**config.mk**
```make
export PLATFORM = sky130hd
export DESIGN_NAME = fetch_predict
export DESIGN_NICKNAME = d
export VERILOG_FILES = /design/src/rtl/fetch_predict.sv
export SDC_FILE = /design/constraint.sdc
export NUM_CORES = 1
export LEC_CHECK = 0
export ABC_CLOCK_PERIOD_IN_PS = 10200
export CELL_PAD_IN_SITES_DETAIL_PLACEMENT = 0
export CELL_PAD_IN_SITES_GLOBAL_PLACEMENT = 1
export CORE_ASPECT_RATIO = 1.25
export CORE_MARGIN = 2
export CORE_UTILIZATION = 40
export CTS_BUF_LIST = sky130_fd_sc_hd__clkbuf_4 sky130_fd_sc_hd__clkbuf_8
export DETAILED_ROUTE_END_ITERATION = 8
export HOLD_SLACK_MARGIN = 0.1
export PLACE_DENSITY = 0.73
export RECOVER_POWER = 100
export SYNTH_ARGS = -nofsm -noshare
export SYNTH_HDL_FRONTEND = slang
export SYNTH_SLANG_ARGS = --single-unit
export TNS_END_PERCENT = 10
```
**constraint.sdc**
```tcl
create_clock -name clk -period 10.2 [get_ports clk]
set_clock_uncertainty 0.05 [all_clocks]
set_input_delay 1.53 -clock clk [delete_from_list [all_inputs] [get_ports clk]]
set_output_delay 1.53 -clock clk [all_outputs]
set_load 0.005 [all_outputs]
```
**src/rtl/fetch_predict.sv**
```systemverilog
// Instruction fetch stage: issues one icache request at a time, predecodes the
// returned instruction (JAL / BRANCH / JALR), predicts the next PC using the
// BHT for conditional branches, and queues {inst, pc, prediction} for decode.
module fetch_predict #(
    parameter int          DEPTH    = 4,
    parameter logic [31:0] RESET_PC = 32'h0
) (
    input  logic        clk,
    input  logic        rst,
    input  logic        rdy,
    output logic        ic_req,
    output logic [31:0] ic_addr,
    input  logic        ic_valid,
    input  logic [31:0] ic_inst,
    output logic [31:0] bht_index,
    input  logic        bht_taken,
    output logic        dq_valid,
    output logic [31:0] dq_inst,
    output logic [31:0] dq_pc,
    output logic [31:0] dq_pred_pc,
    output logic        dq_pred_taken,
    input  logic        dq_ready,
    input  logic        flush,
    input  logic [31:0] flush_pc
);
    localparam int PW = $clog2(DEPTH);
    localparam int CW = PW + 1;

    localparam logic [6:0] OP_JAL    = 7'b1101111;
    localparam logic [6:0] OP_BRANCH = 7'b1100011;
    localparam logic [6:0] OP_JALR   = 7'b1100111;

    typedef enum logic [1:0] {IDLE, WAIT, DROP, STALL} state_t;

    state_t         state_q;
    logic [31:0]    pc_q;
    logic [31:0]    req_addr_q;
    logic [PW-1:0]  head_q, tail_q;
    logic [CW-1:0]  count_q;

    logic [31:0]    inst_mem  [DEPTH];
    logic [31:0]    pc_mem    [DEPTH];
    logic [31:0]    npc_mem   [DEPTH];
    logic [DEPTH-1:0] taken_mem;

    logic        not_full;
    logic        accept, push, pop, is_jalr;
    logic        taken;
    logic [31:0] npc, jimm, bimm;

    assign not_full  = (count_q < CW'(DEPTH));
    assign ic_addr   = (state_q == IDLE) ? pc_q : req_addr_q;
    assign bht_index = ic_addr;

    // Request line is a pure function of state; forced low while in reset.
    always_comb begin
        ic_req = 1'b0;
        case (state_q)
            IDLE:        ic_req = not_full;
            WAIT, DROP:  ic_req = 1'b1;
            default:     ic_req = 1'b0;
        endcase
        if (rst) ic_req = 1'b0;
    end

    assign accept = ic_req && ic_valid && (state_q == IDLE || state_q == WAIT);
    assign push   = accept && !flush;
    assign dq_valid = (count_q != '0);
    assign pop    = dq_valid && dq_ready;

    assign jimm = {{11{ic_inst[31]}}, ic_inst[31], ic_inst[19:12], ic_inst[20],
                   ic_inst[30:21], 1'b0};
    assign bimm = {{19{ic_inst[31]}}, ic_inst[31], ic_inst[7], ic_inst[30:25],
                   ic_inst[11:8], 1'b0};
    assign is_jalr = (ic_inst[6:0] == OP_JALR);

    // Static predecode plus BHT lookup produces the predicted next PC.
    always_comb begin
        taken = 1'b0;
        npc   = ic_addr + 32'd4;
        case (ic_inst[6:0])
            OP_JAL: begin
                taken = 1'b1;
                npc   = ic_addr + jimm;
            end
            OP_BRANCH: begin
                taken = bht_taken;
                if (bht_taken) npc = ic_addr + bimm;
            end
            default: ;
        endcase
    end

    // Queue payload storage; contents only matter while count covers them.
    always_ff @(posedge clk) begin
        if (!rst && rdy && push) begin
            inst_mem[tail_q]  <= ic_inst;
            pc_mem[tail_q]    <= ic_addr;
            npc_mem[tail_q]   <= npc;
            taken_mem[tail_q] <= taken;
        end
    end

    assign dq_inst       = inst_mem[head_q];
    assign dq_pc         = pc_mem[head_q];
    assign dq_pred_pc    = npc_mem[head_q];
    assign dq_pred_taken = taken_mem[head_q];

    // Fetch FSM, PC tracking and queue pointers; flush overrides everything.
    always_ff @(posedge clk) begin
        if (rst) begin
            state_q    <= IDLE;
            pc_q       <= RESET_PC;
            req_addr_q <= RESET_PC;
            head_q     <= '0;
            tail_q     <= '0;
            count_q    <= '0;
        end else if (rdy) begin
            if (flush) begin
                pc_q    <= flush_pc;
                head_q  <= '0;
                tail_q  <= '0;
                count_q <= '0;
                case (state_q)
                    WAIT, DROP: state_q <= DROP;
                    IDLE: begin
                        // An unanswered request is still in flight: drop its reply.
                        if (ic_req && !ic_valid) begin
                            req_addr_q <= pc_q;
                            state_q    <= DROP;
                        end else begin
                            state_q <= IDLE;
                        end
                    end
                    default: state_q <= IDLE;
                endcase
            end else begin
                if (push) tail_q <= tail_q + PW'(1);
                if (pop)  head_q <= head_q + PW'(1);
                case ({push, pop})
                    2'b10:   count_q <= count_q + CW'(1);
                    2'b01:   count_q <= count_q - CW'(1);
                    default: ;
                endcase
                case (state_q)
                    IDLE, WAIT: begin
                        if (accept) begin
                            pc_q    <= npc;
                            state_q <= is_jalr ? STALL : IDLE;
                        end else if (state_q == IDLE && ic_req) begin
                            req_addr_q <= pc_q;
                            state_q    <= WAIT;
                        end
                    end
                    DROP: if (ic_valid) state_q <= IDLE;
                    default: ;
                endcase
            end
        end
    end
endmodule

```
======== Yosys cells after proc, flatten, opt, wreduce, memory -nomap -nowiden ========
Memory sizes are Yosys's and may differ from the RTL's. A register that Yosys moved wholly into a read port is not among the register bits.
Index checks and enable logic that the tools add are counted.
word-level totals
  flip-flop bits (word level) ............. 77
  latch bits .............................. 0
  memory bits (writable) .................. 384
  bits in read-only memories .............. 0
  input port bits ......................... 71
  output and inout port bits .............. 163
  word-level logic and storage cells ...... 105
  memories kept ........................... 3
cells by class
  add/sub/neg operators ................... 7
  multipliers ............................. 0
  divide/modulo/power cells ............... 0
  order comparisons ....................... 4
  equal/unequal tests ..................... 12
  shifts and indexed selects .............. 0
  mux-type cells .......................... 42
  bitwise gates (word level) .............. 0
  reductions and logical operators ........ 30
memory list
  memory    words  bits a word  read ports  clocked after memory_dff  wr ports  RTL line  RTL
  inst_mem  4      32           1           1                         1         41        logic [31:0] inst_mem [DEPTH];
  npc_mem   4      32           1           1                         1         43        logic [31:0] npc_mem [DEPTH];
  pc_mem    4      32           1           1                         1         42        logic [31:0] pc_mem [DEPTH];
operator list
  operator                                                                  count
  32-bit 2-to-1 mux                                                         11
  32-bit adder                                                              2
  32-bit one-hot mux with 2 select lines                                    1
  32-bit by 3-bit adder with 32-bit output (second input constant)          1
  2-bit 2-to-1 mux                                                          16
  7-bit equality test (second input constant)                               3
  2-bit nonzero test                                                        5
  1-bit logical AND                                                         9
  3-bit nonzero test                                                        3
  2-bit one-hot mux with 2 select lines                                     2
  2-bit by 3-bit < comparator with 1-bit output (second input constant)     2
  3-bit one-hot mux with 2 select lines                                     1
  2-bit AND reduction                                                       3
  6-bit AND reduction                                                       1
  1-bit 2-to-1 mux                                                          5
  2-bit by 1-bit adder with 2-bit output (second input constant)            2
  4-bit bitwise mux                                                         1
  2-bit by 1-bit equality test with 1-bit output (second input constant)    2
  2-bit equality test (second input constant)                               2
  2-bit by 1-bit inequality test with 1-bit output (second input constant)  2
  4-bit inequality test (second input constant)                             1
  1-bit one-hot mux with 2 select lines                                     2
  4-bit AND reduction                                                       1
  2-bit OR reduction                                                        2
  13 further kinds                                                          15

======== Longest topological paths before layout ========
  depth after elaboration ................. 10
  gate-level depth with buffers ........... 19
  gate-level depth less buffers ........... 15

======== Least setup slack after synthesis ========
OpenSTA, ideal clock, no wires.
  kind .................................... input to register
  start ................................... input rst
  end ..................................... memory inst_mem[0][0], enable pin
  library setup time ...................... 0.466 ns
  arrival ................................. 5.121 ns
  required time ........................... 9.684 ns
  path slack .............................. 4.563 ns
  cell stages on the path ................. 5
  path buffers ............................ 1
  path through ............................ or3_1 > or2_2 > nor2_2 > clkbuf_1 > and2_1
on the way
  cells in the longest elaborated chain, start to end .. 7
  elaborated cells on any way between the ends .. 9
  classes of those cells .................. mux: 3; reduce/logical: 6
RTL lines
  item                                      RTL line  RTL
  start: declaration                        9         input logic rst,
  1-bit 2-to-1 mux                          63        if (rst) ic_req = 1'b0;
  1-bit logical AND (2 in series)           66        assign accept = ic_req && ic_valid && (state_q == IDLE || state_q == WAIT);
  1-bit logical AND                         67        assign push = accept && !flush;
  1-bit logical AND *                       96        if (!rst && rdy && push) begin
  1-bit 2-to-1 mux *                        96
  1-bit 2-to-1 mux (implied by the code) *  97        inst_mem[tail_q] <= ic_inst;
  end: declaration                          41
Mark *: on every way between the ends. The rest lies on a longest branch, timed or not.

==> results.ini <==
[sta]
finalCriticalPeriod_ps = 7650
fmax_mhz = 131
setup_tns_ps = 0
slew_violations = 449
relSlewSlack_pct = -203
tightest_slew_ps = 4540
finalHoldViolCount = 0
finalSetupViolations = 0
grt_setup_unrepaired = no
period_share_pct = 75.0

[route]
wire_per_inst_um = 22.7
drtAntennaViolNets = 0
drc = 0
first_iter_violations = 1061
first_pass_iters = 5
viasPerCell = 5.56
vias = 14700
drt-total-wl_um = 60000

[layout]
area_growth_pct = 18.9
stdcell_count = 2648
layout-drive-gt1-share_pct = 13.3
fill_cells = 4883
fin_nets = 1988

[critical_path]
rr_endpoint = pc_mem[2][0]
cp_slowest_stage_delay_ps = 3180
crit_path_end_kind = output pin
critPathLaunchType = register
path_max_fanout = 65
crit_type = reg2out
path_delay_family = buffers and inverters
critPathBufInv = 2
reg2reg_depth = 9
regToRegStartpoint = state_q[0]
required_ps = 8620
cp.arrival_ps = 6070
r2r_slack_ps = 2860
crit_chain = clkbuf_1 -> mux4_2 -> dlygate4sd3_1
crit_slowest_cell = clkbuf_1

[placed_design]
place_inst = 2520
io_buffers = 233
gp_routability_congestion = 0.854
hpwlAfterDp_um = 40600

[global_route]
overflow = 0
grt_pass1_wl_um = 90100
grt_max_degree = 78
antenna_found_initial = 1
grt_use_total_pct = 20.7
grt_pass1_vias = 14600

[synth]
synth.ff_latch_count = 459
async_reset_ff_share_pct = 0
syn_area_um2 = 22100
synth_area_leaders = edfxtp_1 (52%), mux4_2 (9.8%), dfxtp_1 (6.8%)
synth_top_area_share_pct = 52.1
yosys-top-cells-count = edfxtp_1 (384), nand2_1 (175), a21oi_1 (107)
syn_area_per_cell_um2 = 13.4
synth_ff_type = edfxtp_1
synth_edf_count = 384
synth_warnings = 0
seq_area_frac_synth_pct = 58.9
synth_nets = 1781
synth.largest_area_cell = edfxtp_1
yosysMostFrequentCell = edfxtp_1
yosysUniqueCellTypes = 91
synth_cells = 1651

[power]
p_total_uw = 4110
powerDensity_nw_per_um2 = 156
vdd_drop_max_uv = 65.9
leakage_uw = 0.00907

[cts]
postCtsSetupBuffers = 0
path_clk_slew_ps = 60
htree_levels = 3
numCtsBuffers = 71
cts-root-buf = clkbuf_8
clockBufferDepth = 3
postCtsHoldBufs = 0
cts_tree = built
cts_sinks = 459
cts_resized = 0
clk_latency_ps = 640

[hold_path]
hold_end = req_addr_q[0]
hold-path-cell-count = 2
hold_path.class = reg2reg
hp-start = req_addr_q[0]

[floorplanning]
dieHeight_um = 267
initial_utilization_pct = 40.4
dieWidth_um = 214
rows = 96
ioPinCount = 234
fp.coreArea_um2 = 54800
die-area_um2 = 57200

[run]
drv_cap = 12

[run_status]
status = finished, violations left
violations = capacitance limit, slew limit

[metrics by stage]
stage	util (%)	hold WS, ps	area, um^2	setup slack (ps)
final	48.0	402	26300	2550
after global placement	45.4	392	24900	4710
after detailed placement	45.4	397	24900	4600
after floorplan	-	384	22100	4560
after global routing	48.0	420	26300	2160
after CTS	48.2	405	26400	4630
[where the power goes]
group          switching, uW  total [uW]  internal, uW  leakage, uW
registers               12.7        2070          2060      0.00400
clock network            714        1620           906     0.000788
logic                    260         421           161      0.00428
[final cells by class]
| class | count | area [um^2] | share of cell area (%) |
|---|---|---|---|
| Antenna cell | 1 | 2.50 | 0.00952 |
| Clock buffer | 100 | 1220 | 4.64 |
| Clock inverter | 27 | 274 | 1.04 |
| Inverter | 41 | 154 | 0.585 |
| Multi-Input combinational cell | 1031 | 8250 | 31.4 |
| Sequential cell | 459 | 13000 | 49.6 |
| Tap cell | 735 | 920 | 3.50 |
| Timing Repair Buffer | 254 | 2440 | 9.29 |
[registers in the layout (all words and copies together) (netlist names), named ones only]
register    cells
tail_q          2
count_q         3
pc_q           32
npc_mem       124
taken_mem       4
state_q         2
req_addr_q     32
pc_mem        128
inst_mem      128
head_q          2
[per-layer routing]
metal / part of all wire (%) / global-route usage [%]
met5: 0 / 0
met4: 1.9 / 6.53
met1: 45 / 29.0
met2: 48 / 33.6
met3: 4.7 / 2.78
[tightest hold or removal path, stage by stage (launching register included)]
cell and delay, ps:
dfxtp_1 300, nand2_1 50, a21oi_1 50
[worst max-delay path by stage]
stage                     start             end  depth (start not counted)
floorplan                   rst  inst_mem[0][0]                          5
global placement    ic_inst[30]        pc_q[31]                         11
detailed placement  ic_inst[30]        pc_q[31]                         11
CTS                  state_q[0]        pc_q[30]                         15
global route           register  dq_pred_pc[20]                          3
finish                 register   dq_pred_pc[5]                          3
[placed cells by master (no fill, tap or decap), drive strengths merged, types with 40 or more instances in the layout]
| cell type | n |
|---|---|
| nand3 | 42 |
| clkbuf | 110 |
| nand2 | 175 |
| o21ai | 76 |
| dfxtp | 75 |
| inv | 44 |
| ha | 56 |
| clkdlybuf4s50 | 40 |
| nor2 | 62 |
| mux4 | 96 |
| dlygate4sd3 | 191 |
| edfxtp | 384 |
| a21oi | 109 |
[cell families after synthesis]
| logic type | after synthesis | synth area share [%] |
|---|---|---|
| flip-flops | 459 | 58.9 |
| AND/OR/NAND/NOR | 439 | 9.89 |
| AO/OA/AOI/OAI | 347 | 10.3 |
| buffers and inverters | 161 | 3.69 |
| multiplexers | 141 | 11.9 |
| adder cells (fa/ha/maj) | 59 | 3.44 |
| XOR/XNOR | 45 | 1.78 |
(Power assumes the default switching activity.)
